### config.mk
export PLATFORM = sky130hd
export DESIGN_NAME = ex_muldiv_unit
export DESIGN_NICKNAME = d
export VERILOG_FILES = /design/src/rtl/muldiv_pkg.sv /design/src/rtl/muldiv_shift_core.sv /design/src/rtl/ex_muldiv_unit.sv
export SDC_FILE = /design/constraint.sdc
export NUM_CORES = 1
export LEC_CHECK = 0
export CORE_MARGIN = 1.5
export CORE_UTILIZATION = 37
export CTS_CLUSTER_SIZE = 20
export DETAILED_ROUTE_END_ITERATION = 10
export PLACE_DENSITY_LB_ADDON = 0.2
export SLEW_MARGIN = 20
export SYNTH_ARGS = -nofsm -noshare
export SYNTH_HDL_FRONTEND = slang
export SYNTH_HIERARCHICAL = 1
export SYNTH_SLANG_ARGS = --single-unit
### constraint.sdc
create_clock -name clk -period 4.7 [get_ports clk]
set_clock_uncertainty 0.1 [all_clocks]
set_input_delay 0.94 -clock clk [delete_from_list [all_inputs] [get_ports clk]]
set_output_delay 0.94 -clock clk [all_outputs]
set_load 0.02 [all_outputs]
### src/rtl/muldiv_pkg.sv
// Shared types and constants for the RV32M multiply/divide unit.
package muldiv_pkg;

    typedef enum logic [1:0] {
        ST_IDLE,
        ST_CALC,
        ST_FIX,
        ST_DONE
    } state_t;

    localparam logic [2:0] F3_MUL    = 3'b000;
    localparam logic [2:0] F3_MULH   = 3'b001;
    localparam logic [2:0] F3_MULHSU = 3'b010;
    localparam logic [2:0] F3_MULHU  = 3'b011;
    localparam logic [2:0] F3_DIV    = 3'b100;
    localparam logic [2:0] F3_DIVU   = 3'b101;
    localparam logic [2:0] F3_REM    = 3'b110;
    localparam logic [2:0] F3_REMU   = 3'b111;

    localparam logic [6:0] OPCODE_OP     = 7'b0110011;
    localparam logic [6:0] FUNCT7_MULDIV = 7'b0000001;

endpackage

### src/rtl/muldiv_shift_core.sv
// One-bit-per-cycle datapath: shift-add multiply or restoring divide on unsigned magnitudes.
module muldiv_shift_core #(
    parameter int DATA_W = 32
) (
    input  logic                  clk,
    input  logic                  start,
    input  logic                  step,
    input  logic                  is_div,
    input  logic [DATA_W-1:0]     a_mag,
    input  logic [DATA_W-1:0]     b_mag,
    output logic [2*DATA_W-1:0]   acc,
    output logic                  last
);

    localparam int CNT_W = $clog2(DATA_W);

    // divisor also serves as the multiplicand in multiply mode
    logic [DATA_W-1:0]   divisor;
    logic [CNT_W-1:0]    cnt;
    logic                div_mode;
    logic [DATA_W:0]     add_sum;
    logic [DATA_W:0]     rem_shift;
    logic [DATA_W:0]     sub_diff;
    logic [2*DATA_W-1:0] acc_next;

    always_comb begin
        add_sum   = {1'b0, acc[2*DATA_W-1:DATA_W]} + {1'b0, divisor & {DATA_W{acc[0]}}};
        rem_shift = {acc[2*DATA_W-1:DATA_W], acc[DATA_W-1]};
        sub_diff  = rem_shift - {1'b0, divisor};
        if (div_mode) begin
            // borrow out means the trial subtraction failed: restore and shift in 0
            if (sub_diff[DATA_W])
                acc_next = {rem_shift[DATA_W-1:0], acc[DATA_W-2:0], 1'b0};
            else
                acc_next = {sub_diff[DATA_W-1:0], acc[DATA_W-2:0], 1'b1};
        end else begin
            acc_next = {add_sum, acc[DATA_W-1:1]};
        end
    end

    always_ff @(posedge clk) begin
        if (start) begin
            acc      <= {{DATA_W{1'b0}}, a_mag};
            divisor  <= b_mag;
            cnt      <= '0;
            div_mode <= is_div;
        end else if (step) begin
            acc <= acc_next;
            cnt <= cnt + CNT_W'(1);
        end
    end

    assign last = (cnt == CNT_W'(DATA_W - 1));

endmodule

### src/rtl/ex_muldiv_unit.sv
// Iterative RV32M multiply/divide unit consuming ID/EX; stalls the front end while busy.
// Build option MULDIV_EARLY_OUT_EN: divide-by-zero and overflow divides skip the iteration phase.
module ex_muldiv_unit
    import muldiv_pkg::*;
#(
    parameter int DATA_W       = 32,
    parameter int RF_ADDRESS_W = 5
) (
    input  logic                    clk,
    input  logic                    reset,
    input  logic                    Valid,
    input  logic                    Flush,
    input  logic [6:0]              opcode,
    input  logic [6:0]              Funct7,
    input  logic [2:0]              Funct3,
    input  logic [DATA_W-1:0]       Rs1Val,
    input  logic [DATA_W-1:0]       Rs2Val,
    input  logic [RF_ADDRESS_W-1:0] RD,
    output logic                    Stall,
    output logic                    Done,
    output logic [DATA_W-1:0]       Result,
    output logic [RF_ADDRESS_W-1:0] RD_Out
);

    localparam logic [DATA_W-1:0] MIN_NEG  = {1'b1, {(DATA_W-1){1'b0}}};
    localparam logic [DATA_W-1:0] ALL_ONES = {DATA_W{1'b1}};

    function automatic logic [2*DATA_W-1:0] neg_wide(input logic [2*DATA_W-1:0] v, input logic neg);
        return neg ? -v : v;
    endfunction

    function automatic logic [DATA_W-1:0] neg_word(input logic [DATA_W-1:0] v, input logic neg);
        return neg ? -v : v;
    endfunction

    state_t                  state;
    logic                    is_m;
    logic                    accept;
    logic                    early_out;
    logic                    a_signed;
    logic                    b_signed;
    logic                    sa;
    logic                    sb;
    logic                    in_div0;
    logic                    in_ovf;
    logic [DATA_W-1:0]       a_mag;
    logic [DATA_W-1:0]       b_mag;
    logic [2:0]              op_q;
    logic [RF_ADDRESS_W-1:0] rd_q;
    logic                    neg_q;
    logic                    div0_q;
    logic                    ovf_q;
    logic [DATA_W-1:0]       dividend_q;
    logic [2*DATA_W-1:0]     acc;
    logic                    core_last;
    logic [2*DATA_W-1:0]     prod;
    logic [DATA_W-1:0]       quot;
    logic [DATA_W-1:0]       remd;
    logic [DATA_W-1:0]       fix_value;

    assign is_m   = Valid && (opcode == OPCODE_OP) && (Funct7 == FUNCT7_MULDIV);
    assign accept = (state == ST_IDLE) && is_m && !Flush;

    assign a_signed = (Funct3 != F3_MULHU) && (Funct3 != F3_DIVU) && (Funct3 != F3_REMU);
    assign b_signed = (Funct3 == F3_MUL) || (Funct3 == F3_MULH) || (Funct3 == F3_DIV) || (Funct3 == F3_REM);
    assign sa       = a_signed && Rs1Val[DATA_W-1];
    assign sb       = b_signed && Rs2Val[DATA_W-1];
    assign a_mag    = sa ? -Rs1Val : Rs1Val;
    assign b_mag    = sb ? -Rs2Val : Rs2Val;
    assign in_div0  = Funct3[2] && (Rs2Val == '0);
    assign in_ovf   = Funct3[2] && !Funct3[0] && (Rs1Val == MIN_NEG) && (Rs2Val == ALL_ONES);

`ifdef MULDIV_EARLY_OUT_EN
    assign early_out = in_div0 || in_ovf;
`else
    assign early_out = 1'b0;
`endif

    muldiv_shift_core #(.DATA_W(DATA_W)) u_core (
        .clk    (clk),
        .start  (accept),
        .step   (state == ST_CALC),
        .is_div (Funct3[2]),
        .a_mag  (a_mag),
        .b_mag  (b_mag),
        .acc    (acc),
        .last   (core_last)
    );

    // Sign fix-up, word select and the RISC-V defined results for x/0 and MIN/-1
    always_comb begin
        prod      = neg_wide(acc, neg_q);
        quot      = neg_word(acc[DATA_W-1:0], neg_q);
        remd      = neg_word(acc[2*DATA_W-1:DATA_W], neg_q);
        fix_value = remd;
        case (op_q)
            F3_MUL:                       fix_value = prod[DATA_W-1:0];
            F3_MULH, F3_MULHSU, F3_MULHU: fix_value = prod[2*DATA_W-1:DATA_W];
            F3_DIV, F3_DIVU:              fix_value = quot;
            default:                      fix_value = remd;
        endcase
        if (op_q[2] && div0_q)
            fix_value = op_q[1] ? dividend_q : ALL_ONES;
        else if (op_q[2] && ovf_q)
            fix_value = op_q[1] ? '0 : MIN_NEG;
    end

    always_ff @(posedge clk) begin
        if (reset) begin
            state  <= ST_IDLE;
            Result <= '0;
            RD_Out <= '0;
        end else begin
            case (state)
                ST_IDLE: begin
                    if (accept) begin
                        op_q       <= Funct3;
                        rd_q       <= RD;
                        neg_q      <= (Funct3[2] && Funct3[1]) ? sa : (sa ^ sb);
                        div0_q     <= in_div0;
                        ovf_q      <= in_ovf;
                        dividend_q <= Rs1Val;
                        state      <= early_out ? ST_FIX : ST_CALC;
                    end
                end
                ST_CALC: begin
                    if (Flush)          state <= ST_IDLE;
                    else if (core_last) state <= ST_FIX;
                end
                ST_FIX: begin
                    if (Flush) begin
                        state <= ST_IDLE;
                    end else begin
                        Result <= fix_value;
                        RD_Out <= rd_q;
                        state  <= ST_DONE;
                    end
                end
                default: state <= ST_IDLE;
            endcase
        end
    end

    assign Stall = !reset && !Flush &&
                   (((state == ST_IDLE) && is_m) || (state == ST_CALC) || (state == ST_FIX));
    assign Done  = !reset && !Flush && (state == ST_DONE);

endmodule

# ---- Word-level counts from Yosys, hierarchy flattened
# Index checks and enable logic that the tools add are counted.
dict set report word_totals {
  register_bits 184
  in_bits 90
  output_inout_bits 39
  word_cells 103
}
dict set report op_classes {
  add_sub_neg 8
  eq_ne 21
  muxes 20
  bitwise 4
  n_reduce_logical 36
}
# operator n
set op_table {}
lappend op_table {{32-bit 2-to-1 mux} 10}
lappend op_table {{64-bit 2-to-1 mux} 3}
lappend op_table {{32-bit negation} 4}
lappend op_table {{32-bit one-hot mux with 3 select lines} 1}
lappend op_table {{32-bit equality test (second input constant)} 2}
lappend op_table {{64-bit negation} 1}
lappend op_table {{32-bit by 32-bit adder with 33-bit output} 1}
lappend op_table {{33-bit by 32-bit subtractor with 33-bit output} 1}
lappend op_table {{32-bit AND} 1}
lappend op_table {{32-bit logical NOT} 1}
lappend op_table {{1-bit logical AND} 18}
lappend op_table {{3-bit equality test (second input constant)} 4}
lappend op_table {{3-bit inequality test (second input constant)} 3}
lappend op_table {{2-bit 2-to-1 mux} 4}
lappend op_table {{7-bit by 1-bit equality test with 1-bit output (second input constant)} 1}
lappend op_table {{7-bit by 6-bit equality test with 1-bit output (second input constant)} 1}
lappend op_table {{3-bit by 1-bit equality test with 1-bit output (second input constant)} 2}
lappend op_table {{3-bit by 2-bit equality test with 1-bit output (second input constant)} 2}
lappend op_table {{3-bit logical NOT} 2}
lappend op_table {{2-bit one-hot mux with 3 select lines} 1}
lappend op_table {{5-bit by 1-bit adder with 5-bit output (second input constant)} 1}
lappend op_table {{5-bit equality test (second input constant)} 1}
lappend op_table {{1-bit logical OR} 5}
lappend op_table {{2-bit equality test (second input constant)} 2}
lappend op_table {{13 further kinds} 17}

# ---- Depth between registers and ports, before layout
# Gate-level depths: netlist of run 1.
dict set report depth {
  ltp_word 7
  depth_mapped 13
  ltp_nobuf 12
}

# ---- Cells and area by module
# Netlist of run 1, hierarchy kept.
# mod instances cells_each area_per_inst_um2 seq_area_each_um2
set by_module_without_submodules {}
lappend by_module_without_submodules {muldiv_shift_core 1 958 8311.7 2692.6}
lappend by_module_without_submodules {ex_muldiv_unit 1 969 7372.1 2072.0}

# ---- Worst setup path before layout of run 1
# Ideal clock, no wire load.
dict set report synth_timing {
  path_type {input-to-reg}
  start {input port reset}
  end {register div0_q, enable pin}
  setup_time_ns 0.444
  arrival_ns 3.347
  t_required_ns 4.156
  slack_ns 0.809
  stages 4
  n_path_buf 3
  path_cell_list {clkbuf_1 > clkbuf_1 > buf_1 > nor2_1}
}
dict set report synth_via {
  elab_chain_len 2
}
# element line
set synth_rtl {}
lappend synth_rtl {{from (decl)} ex_muldiv_unit.sv:10} ;# input logic reset,
lappend synth_rtl {{1-bit inverter (no line)} -}
lappend synth_rtl {{3-bit AND reduction (no line)} -}
lappend synth_rtl {{to (signal assigned)} ex_muldiv_unit.sv:120} ;# div0_q <= in_div0;
lappend synth_rtl {{to (decl)} ex_muldiv_unit.sv:51} ;# logic div0_q;
# Every way passes these cells.
# A chain may end at the register's enable or synchronous reset.

# ---- Final worst setup path of run 1
dict set report layout_timing {
  start {input port opcode[5]}
  end {output port Stall}
}
dict set report layout_via {
  elab_chain_len 7
}
# element line
set layout_rtl {}
lappend layout_rtl {{from (decl)} ex_muldiv_unit.sv:13} ;# input logic [6:0] opcode,
lappend layout_rtl {{7-bit by 6-bit equality test with 1-bit output} ex_muldiv_unit.sv:61} ;# assign is_m = Valid && (opcode == OPCODE_OP) && (Funct7 == FUNCT7_MULDIV);
lappend layout_rtl {{1-bit logical AND (2 in a row)} ex_muldiv_unit.sv:61}
lappend layout_rtl {{1-bit logical AND} ex_muldiv_unit.sv:145} ;# (((state == ST_IDLE) && is_m) || (state == ST_CALC) || (state == ST_FIX));
lappend layout_rtl {{1-bit logical OR (2 in a row)} ex_muldiv_unit.sv:145}
lappend layout_rtl {{1-bit logical AND} ex_muldiv_unit.sv:144} ;# assign Stall = !reset && !Flush &&
lappend layout_rtl {{to (decl)} ex_muldiv_unit.sv:19} ;# output logic Stall,
# Every way passes these cells.

==> impl_metrics.json, run 1 <==
{
  "clock_sinks": 184,
  "met1_usage_pct": 39.4,
  "power_density_nw_per_um2": 210,
  "synth_flop_cell": "edfxtp_1",
  "grt_util_met3_pct": 4.39,
  "min-delay-path-class": "reg -> reg",
  "fin_util_pct": 43.6,
  "status": "finished, final reports clean",
  "cts_root_buf": "clkbuf_16",
  "async_reset_ff_share_pct": 0,
  "p_clk_share_pct": 41.2,
  "core_um2": 41900,
  "synth_top_cell_by_area": "edfxtp_1",
  "clk_path_buf_depth": 2,
  "clock_latency_ps": 480,
  "crit_type": "in -> out",
  "worst_pin_slew_ps": 942,
  "regArea_um2": 4760,
  "cts_setup_buffers": 0,
  "layout_common_cells": "192 x nand2_1, 166 x o21ai_0, 158 x nor2_1",
  "slew_headroom_pct": 37.0,
  "drive_above_1_share_pct": 6.89,
  "rsz0062_at_grt": "no",
  "cts_hold_buf": 0,
  "power.internal_mw": 2.80,
  "whs_ps": 353,
  "syn_nets": 2090,
  "ant_nets": 0,
  "start_util_pct": 37.5,
  "worstReg2RegEnd": "u_core/acc[61]",
  "synth-warning-count": 6,
  "fmax_ghz": 0.254,
  "grt_pass1_vias": 14400,
  "ctsResizeCount": 0,
  "synthDistinctLibCells": 96,
  "worstPathArrival_ps": 2890,
  "multi_input_area_um2": 10200,
  "gr-total-overflow": 0,
  "whs_path_depth": 2,
  "vdd_ir_drop_max_mv": 0.221,
  "yosysTopAreaCellShare_pct": 20.7,
  "syn_area_per_cell_um2": 8.14,
  "synth-edff-count": 108,
  "grt_pass1_wl_mm": 89.7,
  "finalHoldViolCount": 0,
  "p_leak_nw": 6.52,
  "worst_ep_required_time_ps": 3660,
  "dp.cells": 2538,
  "netSwitchingFraction_pct": 27.2,
  "syn2layout_area_growth_pct": 16.4,
  "tns_ps": 0,
  "drt_iter0_markers": 2070,
  "synth_area_um2": 15700,
  "routed_wirelength_mm": 59.8,
  "cp-startpoint": "opcode[5]",
  "firstDrtPassIters": 5,
  "critPathLaunchType": "input pin",
  "clkTransAtPathRegs_ps": 70,
  "ctsHtreeMaxLevel": 4,
  "rows": 75,
  "nets": 2181,
  "crit_fanout": 3,
  "rrSetupSlack_ps": 840,
  "r2r_start": "u_core/acc[0]",
  "p_switching_mw": 1.04,
  "synth-seq-cells": 184,
  "cts_tree": "built",
  "crit_end": "Stall",
  "antenna_found_initial": 1,
  "fp.dieH_um": 209,
  "met2_usage_pct": 39.6,
  "finalSetupViolations": 0,
  "die-area_um2": 43600,
  "nFillCells": 4217,
  "globalplace.congestion": 0.983,
  "io_pins": 129,
  "drv_cap": 0,
  "cts_buffers": 17,
  "synth_seq_area_share_pct": 30.4,
  "grt_max_degree": 136,
  "hpwlAfterDp_mm": 45.2,
  "num_vias": 16000,
  "sequentialPowerShare_pct": 45.3,
  "busiest_layer": "met2",
  "fin_crit_sh_pct": 83.7,
  "drc": 0,
  "final_cells": 2571,
  "p_comb_share_pct": 13.5,
  "io_buffers": 128,
  "finalCriticalPeriod_ps": 3930,
  "r2r_cells": 12,
  "wl_per_cell_um": 23.3,
  "final_common_cell": "nand2_1",
  "vias_per_cell": 6.21,
  "synth_cells": 1927,
  "synth.top_cells.by_area": "edfxtp_1 21%, dfxtp_1 9.7%, ha_1 5.7%",
  "maxSlewViolCount": 0,
  "end_kind": "output port",
  "worstHoldStart": "RD_Out[2]",
  "die_w_um": 209,
  "track_usage_pct": 26.9
}
[logic make-up (layout without fill, tap and decap cells)]
family / after synthesis / count (layout) / synth area share, %
simple gates: 648 / 648 / 20.5
xor+xnor: 164 / 164 / 9.16
other cells: 0 / 1 / 0
buf+inv: 182 / 286 / 4.56
compound gates: 628 / 628 / 26.4
fa+ha+maj: 73 / 73 / 5.92
mux: 48 / 48 / 3.10
flops: 184 / 184 / 30.4
[worst min path at each step]
stage	end
detailed placement	RD_Out[2]
finish	RD_Out[2]
global route	RD_Out[0]
global placement	RD_Out[2]
floorplan	u_core/cnt[4]
CTS	RD_Out[2]
[power groups by stage]
stage	Clock, mW	Sequential, mW	Combinational, mW
floorplan	0	1.77	0.301
global placement	0	1.77	0.507
detailed placement	0	1.77	0.509
CTS	1.60	1.74	0.511
global route	1.66	1.74	0.561
finish	1.58	1.74	0.518
[cells in the mapped netlist (11+ instances only)]
cell and number:
a211oi_1 32, a21o_1 31, a21oi_1 134, a31oi_1 30, and2_1 39, buf_1 11
clkbuf_1 88, dfxtp_1 76, edfxtp_1 108, ha_1 71, inv_1 66, mux2i_1 46
nand2_1 192, nand2b_1 16, nand3_1 31, nand4_1 21, nor2_1 159, nor3_1 53
nor4_1 29, o211ai_1 23, o21a_1 21, o21ai_0 167, o21ai_1 12, o22ai_1 19
o31ai_1 32, o41ai_1 14, or3_1 25, or4_1 22, xnor2_1 98, xor2_1 66
[registers in the layout, indices dropped and copies added (netlist names)]
signal / flops
rd_q: 5
state: 2
u_core/cnt: 5
u_core/divisor: 32
u_core/div_mode: 1
u_core/acc: 64
RD_Out: 5
Result: 32
neg_q: 1
dividend_q: 32
div0_q: 1
op_q: 3
ovf_q: 1
[metal layers]
layer  share of wire, %  wire [µm]  vias to the layer above
met5              0.020         12                        -
met4                3.1       1870                        2
met3                9.5       5680                      109
met2                 42      25200                      837
met1                 45      27100                     7642
li1                   -          -                     7375
[stage by stage]
step / worst slack [ps] / power (mW) / instance area [µm²]
detailed placement: 646 / 2.28 / 17600
CTS: 747 / 3.85 / 18300
floorplan: 809 / 2.07 / 15700
global placement: 639 / 2.28 / 17600
finish: 766 / 3.84 / 18300
global route: 580 / 3.96 / 18300
[worst max-delay path: stages]
cell	delay, ps
clkdlybuf4s50_1	440
nor4bb_1	320
nand4_1	310
inv_4	150
nor2_1	50
nor2_1	70
clkdlybuf4s50_1	610
[area by class of cell]
type                    count  share of cell area [%]
diodes                      1                  0.0137
clock inverters            14                    1.03
flip-flops and latches    184                    26.1
clock buffers              18                    2.35
inverters                  69                    1.43
repair buffers            185                    9.40
well taps                 539                    3.69
multi-input cells        1561                    56.0
Note: power is estimated with default switching activity, not from simulation.
==> inputs of run 2 (changes only) <==
Clock period 4.7 ns to 3.85 ns, I/O delays scaled along.
==> impl_metrics.json, run 2 (synthesis results as in run 1) <==
{
  "crit_type": "reg -> reg",
  "cts_root_buf": "clkbuf_16",
  "nFillCells": 4237,
  "final_cells": 2624,
  "num_vias": 16100,
  "finalHoldViolCount": 0,
  "gr-total-overflow": 0,
  "stdcell_area_um2": 18700,
  "fin_util_pct": 44.7,
  "clk_path_buf_depth": 2,
  "fin_crit_sh_pct": 96.8,
  "finalSetupViolations": 0,
  "globalplace.congestion": 0.970,
  "die-area_um2": 43600,
  "fp.dieH_um": 209,
  "clock_sinks": 184,
  "min-delay-path-class": "reg -> reg",
  "final_common_cell": "nand2_1",
  "r2r_start": "u_core/acc[31]",
  "cts_setup_buffers": 0,
  "worst_ep_required_time_ps": 4110,
  "worstPathArrival_ps": 3990,
  "cp-startpoint": "u_core/acc[31]",
  "path_cells": "buf_4 > nor3_1 > or4b_1 > or4_1 > or4_4 > o31ai_4 > xor2_1 > a21oi_1",
  "wl_per_cell_um": 23.8,
  "track_usage_pct": 28.3,
  "fmax_ghz": 0.268,
  "hpwlAfterDp_mm": 48.3,
  "worst_pin_slew_ps": 816,
  "drive_above_1_share_pct": 9.31,
  "p_leak_nw": 6.80,
  "multi_input_area_um2": 10200,
  "vias_per_cell": 6.12,
  "ctsHtreeMaxLevel": 4,
  "nets": 2234,
  "grt_max_degree": 136,
  "syn2layout_area_growth_pct": 19.4,
  "rows": 75,
  "grt_pass1_wl_mm": 94.0,
  "slew_headroom_pct": 45.1,
  "end_kind": "register",
  "dp.cells": 2591,
  "die_w_um": 209,
  "antenna_found_initial": 3,
  "power_density_nw_per_um2": 254,
  "cts_tree": "built",
  "drt_iter0_markers": 1924,
  "top_register": "u_core/acc",
  "rsz0062_at_grt": "no",
  "layout_common_cells": "192 x nand2_1, 167 x o21ai_0, 158 x nor2_1",
  "maxSlewViolCount": 0,
  "drv_cap": 0,
  "firstDrtPassIters": 6,
  "cts_buffers": 17,
  "clkTransAtPathRegs_ps": 70,
  "io_buffers": 128,
  "crit_slowest_cell": "or4_1",
  "finalCriticalPeriod_ps": 3730,
  "largest_reg_flops": 64,
  "regArea_um2": 4760,
  "worstHoldStart": "RD_Out[3]",
  "cts_hold_buf": 0,
  "slowest_delay_ps": 670,
  "whs_ps": 356,
  "clock_latency_ps": 480,
  "start_util_pct": 37.5,
  "tns_ps": 0,
  "status": "finished, final reports clean",
  "ant_nets": 0,
  "grt_pass1_vias": 15000,
  "critPathLaunchType": "register",
  "routed_wirelength_mm": 62.4,
  "drc": 0,
  "dpl_cell_area_um2": 18100,
  "vdd_ir_drop_max_mv": 0.297,
  "io_pins": 129,
  "crit_fanout": 7,
  "core_um2": 41900,
  "ctsResizeCount": 0
}
-- run 2: cell types whose count changed in the layout (fill, tap and decap cells not counted), sizes merged --
cell | before | now
clkbuf | 18 | 20
clkinvlp | 2 | 1
buf | 58 | 111
inv | 72 | 70
bufinv | 3 | 4
-- run 2: worst paths after layout --
path	to	slack [ps]	depth (start not counted)
min	RD_Out[3]	360	2
max	Result[14]	120	8
max reg2reg	Result[14]	120	8
min reg2reg	RD_Out[3]	360	2
-- run 2: metal layers --
metal  vias up  wire, µm  track usage [%]
met5         -        23                0
met4         4      1940             9.90
met3       108      5640             6.18
met2       770     25200             39.8
met1      7686     29600             42.2
li1       7484         -                -
-- run 2: power by group --
part	internal [mW]	total, mW	switching (mW)
logic	0.295	0.669	0.374
registers	2.09	2.11	0.0164
clock network	1.13	1.98	0.852
-- run 2: area by class of cell --
class	count	share of cell area, %
Clock buffer	20	2.44
Antenna cell	1	0.0134
Multi-Input combinational cell	1561	54.6
Sequential cell	184	25.4
Clock inverter	12	1.00
Tap cell	539	3.60
Timing Repair Buffer	238	11.5
Inverter	69	1.40
-- run 2: critical path, delay by kind of cell (launching register included) --
kind,cells,cell delay (ps)
and+or+nand+nor,4,2420
DFF,1,410
AOI/OAI and AO/OA,2,270
xor gates and xnor gates,1,230
buffers and inverters,1,200
-- run 2: stage by stage --
| stage | worst slack [ps] | total power, mW |
|---|---|---|
| after CTS | 244 | 4.78 |
| final | 122 | 4.76 |
| after detailed placement | 78.8 | 2.81 |
| after floorplan | 129 | 2.53 |
| after global routing | 27.4 | 4.92 |
| after global placement | 106 | 2.81 |
==> inputs of run 3 (changes only) <==
Settings changed: CORE_UTILIZATION 37 to 41, SKIP_LAST_GASP set to 1, TNS_END_PERCENT set to 100.
==> impl_metrics.json, run 3 (synthesis results as in run 1) <==
{
  "maxSlewViolCount": 0,
  "worstPathArrival_ps": 3920,
  "path_cells": "or4_4 > or4_1 > or4_1 > or4_4 > o31ai_4 > xor2_1 > a21oi_1",
  "cts_hold_buf": 0,
  "crit_fanout": 8,
  "final_common_cell": "nand2_1",
  "routed_wirelength_mm": 57.9,
  "worstReg2RegEnd": "Result[14]",
  "fin_util_pct": 49.4,
  "fp.dieH_um": 199,
  "grt_max_degree": 105,
  "power_density_nw_per_um2": 241,
  "vias_per_cell": 6.14,
  "dp_slack_ps": 64.6,
  "top_register": "u_core/acc",
  "ctsHtreeMaxLevel": 4,
  "finalCriticalPeriod_ps": 3680,
  "antenna_cells": 0,
  "grt_pass1_wl_mm": 87.7,
  "firstDrtPassIters": 5,
  "cts_setup_buffers": 0,
  "finalHoldViolCount": 0,
  "whs_path_depth": 2,
  "gr-total-overflow": 0,
  "track_usage_pct": 29.3,
  "r2r_cells": 7,
  "hpwlAfterDp_mm": 43.8,
  "rows": 71,
  "die-area_um2": 39400,
  "min-delay-path-class": "reg -> reg",
  "stdcell_area_um2": 18600,
  "io_pins": 129,
  "ctsResizeCount": 0,
  "rrSetupSlack_ps": 170,
  "nets": 2237,
  "rsz0062_at_grt": "no",
  "wl_per_cell_um": 22.3,
  "vdd_ir_drop_max_mv": 0.306,
  "antenna_found_initial": 1,
  "globalplace.congestion": 0.974,
  "critPathLaunchType": "register",
  "crit_type": "reg -> reg",
  "ant_nets": 0,
  "drv_cap": 0,
  "worst_ep_required_time_ps": 4100,
  "setup_ws_ps": 171,
  "slowest_delay_ps": 760,
  "die_w_um": 199,
  "clock_sinks": 184,
  "clock_latency_ps": 460,
  "crit_slowest_cell": "or4_1",
  "syn2layout_area_growth_pct": 18.6,
  "core_um2": 37700,
  "io_buffers": 128,
  "fmax_ghz": 0.272,
  "finalSetupViolations": 0,
  "drive_above_1_share_pct": 9.30,
  "layout_common_cells": "192 x nand2_1, 167 x o21ai_0, 158 x nor2_1",
  "drt_iter0_markers": 1626,
  "worstHoldStart": "RD_Out[1]",
  "cts_buffers": 17,
  "cts_tree": "built",
  "cts_root_buf": "clkbuf_16",
  "p_leak_nw": 6.78,
  "path_buf_inv": 0,
  "tns_ps": 0,
  "status": "finished, final reports clean",
  "r2r_start": "u_core/acc[10]",
  "dpl_cell_area_um2": 18100,
  "largest_reg_flops": 64,
  "slew_headroom_pct": 35.1,
  "start_util_pct": 41.6,
  "drc": 0,
  "num_vias": 15900,
  "end_kind": "register",
  "clkTransAtPathRegs_ps": 80,
  "worst_pin_slew_ps": 961,
  "fin_crit_sh_pct": 95.6,
  "grt_pass1_vias": 15000,
  "total_power_mw": 4.48,
  "holdPathEnd": "RD_Out[1]",
  "cp_top_family": "simple AND/OR/NAND/NOR gates",
  "clk_path_buf_depth": 2
}
[run 3: changes by cell type in the layout (fill, tap and decap cells not counted)]
cell,change
buf_12,+1
buf_4,+2
bufinv_16,-4
clkbuf_1,+2
clkinv_1,+1
clkinv_2,+3
clkinv_4,-3
clkinvlp_4,-1
diode_2,-1
inv_4,+1
inv_6,+2
inv_8,-1
[run 3: per-layer routing]
layer  GRT usage, %  wire [µm]
met1           40.9      26100
met2           44.7      25100
met3           6.21       5210
met4           9.68       1430
met5              0          0
[run 3: final cells by class]
cell class / count / area [µm²]
Fill cell: 3754 / 19100
Inverter: 69 / 262
Multi-Input combinational cell: 1561 / 10200
Clock inverter: 10 / 65.1
Tap cell: 511 / 639
Sequential cell: 184 / 4760
Clock buffer: 22 / 464
Timing Repair Buffer: 241 / 2190
[run 3: power by group]
part / total (mW) / switching, mW / internal [mW] / leakage (nW)
combinational: 0.665 / 0.365 / 0.300 / 4.93
sequential: 2.11 / 0.0188 / 2.09 / 1.58
clock: 1.70 / 0.836 / 0.864 / 0.267
[run 3: worst max-delay path by stage]
| stage | slack, ps | from | cells after the start | end |
|---|---|---|---|---|
| after CTS | 200 | u_core/acc[10] | 7 | Result[14] |
| after global routing | 10 | u_core/acc[0] | 12 | u_core/acc[60] |
| after global placement | 90 | Rs1Val[8] | 10 | u_core/acc[31] |
| final | 170 | u_core/acc[10] | 7 | Result[14] |
| after floorplan | 130 | reset | 4 | div0_q |
| after detailed placement | 60 | Rs1Val[8] | 10 | u_core/acc[31] |
[run 3: worst reg2reg max path, delay by kind of cell (launching register included)]
family	cells	cell delay [ps]
AND/OR/NAND/NOR	4	2530
flip-flops	1	480
AO/OA/AOI/OAI	2	270
XOR/XNOR	1	190
[run 3: per-stage QoR]
| stage | cells | hold slack, ps |
|---|---|---|
| 2_1_floorplan | 1927 | 367 |
| 3_3_place_gp | 2566 | 341 |
| 3_5_place_dp | 2566 | 350 |
| 4_1_cts | 2598 | 359 |
| 5_1_grt | 2598 | 394 |
| 6_report | 2598 | 358 |
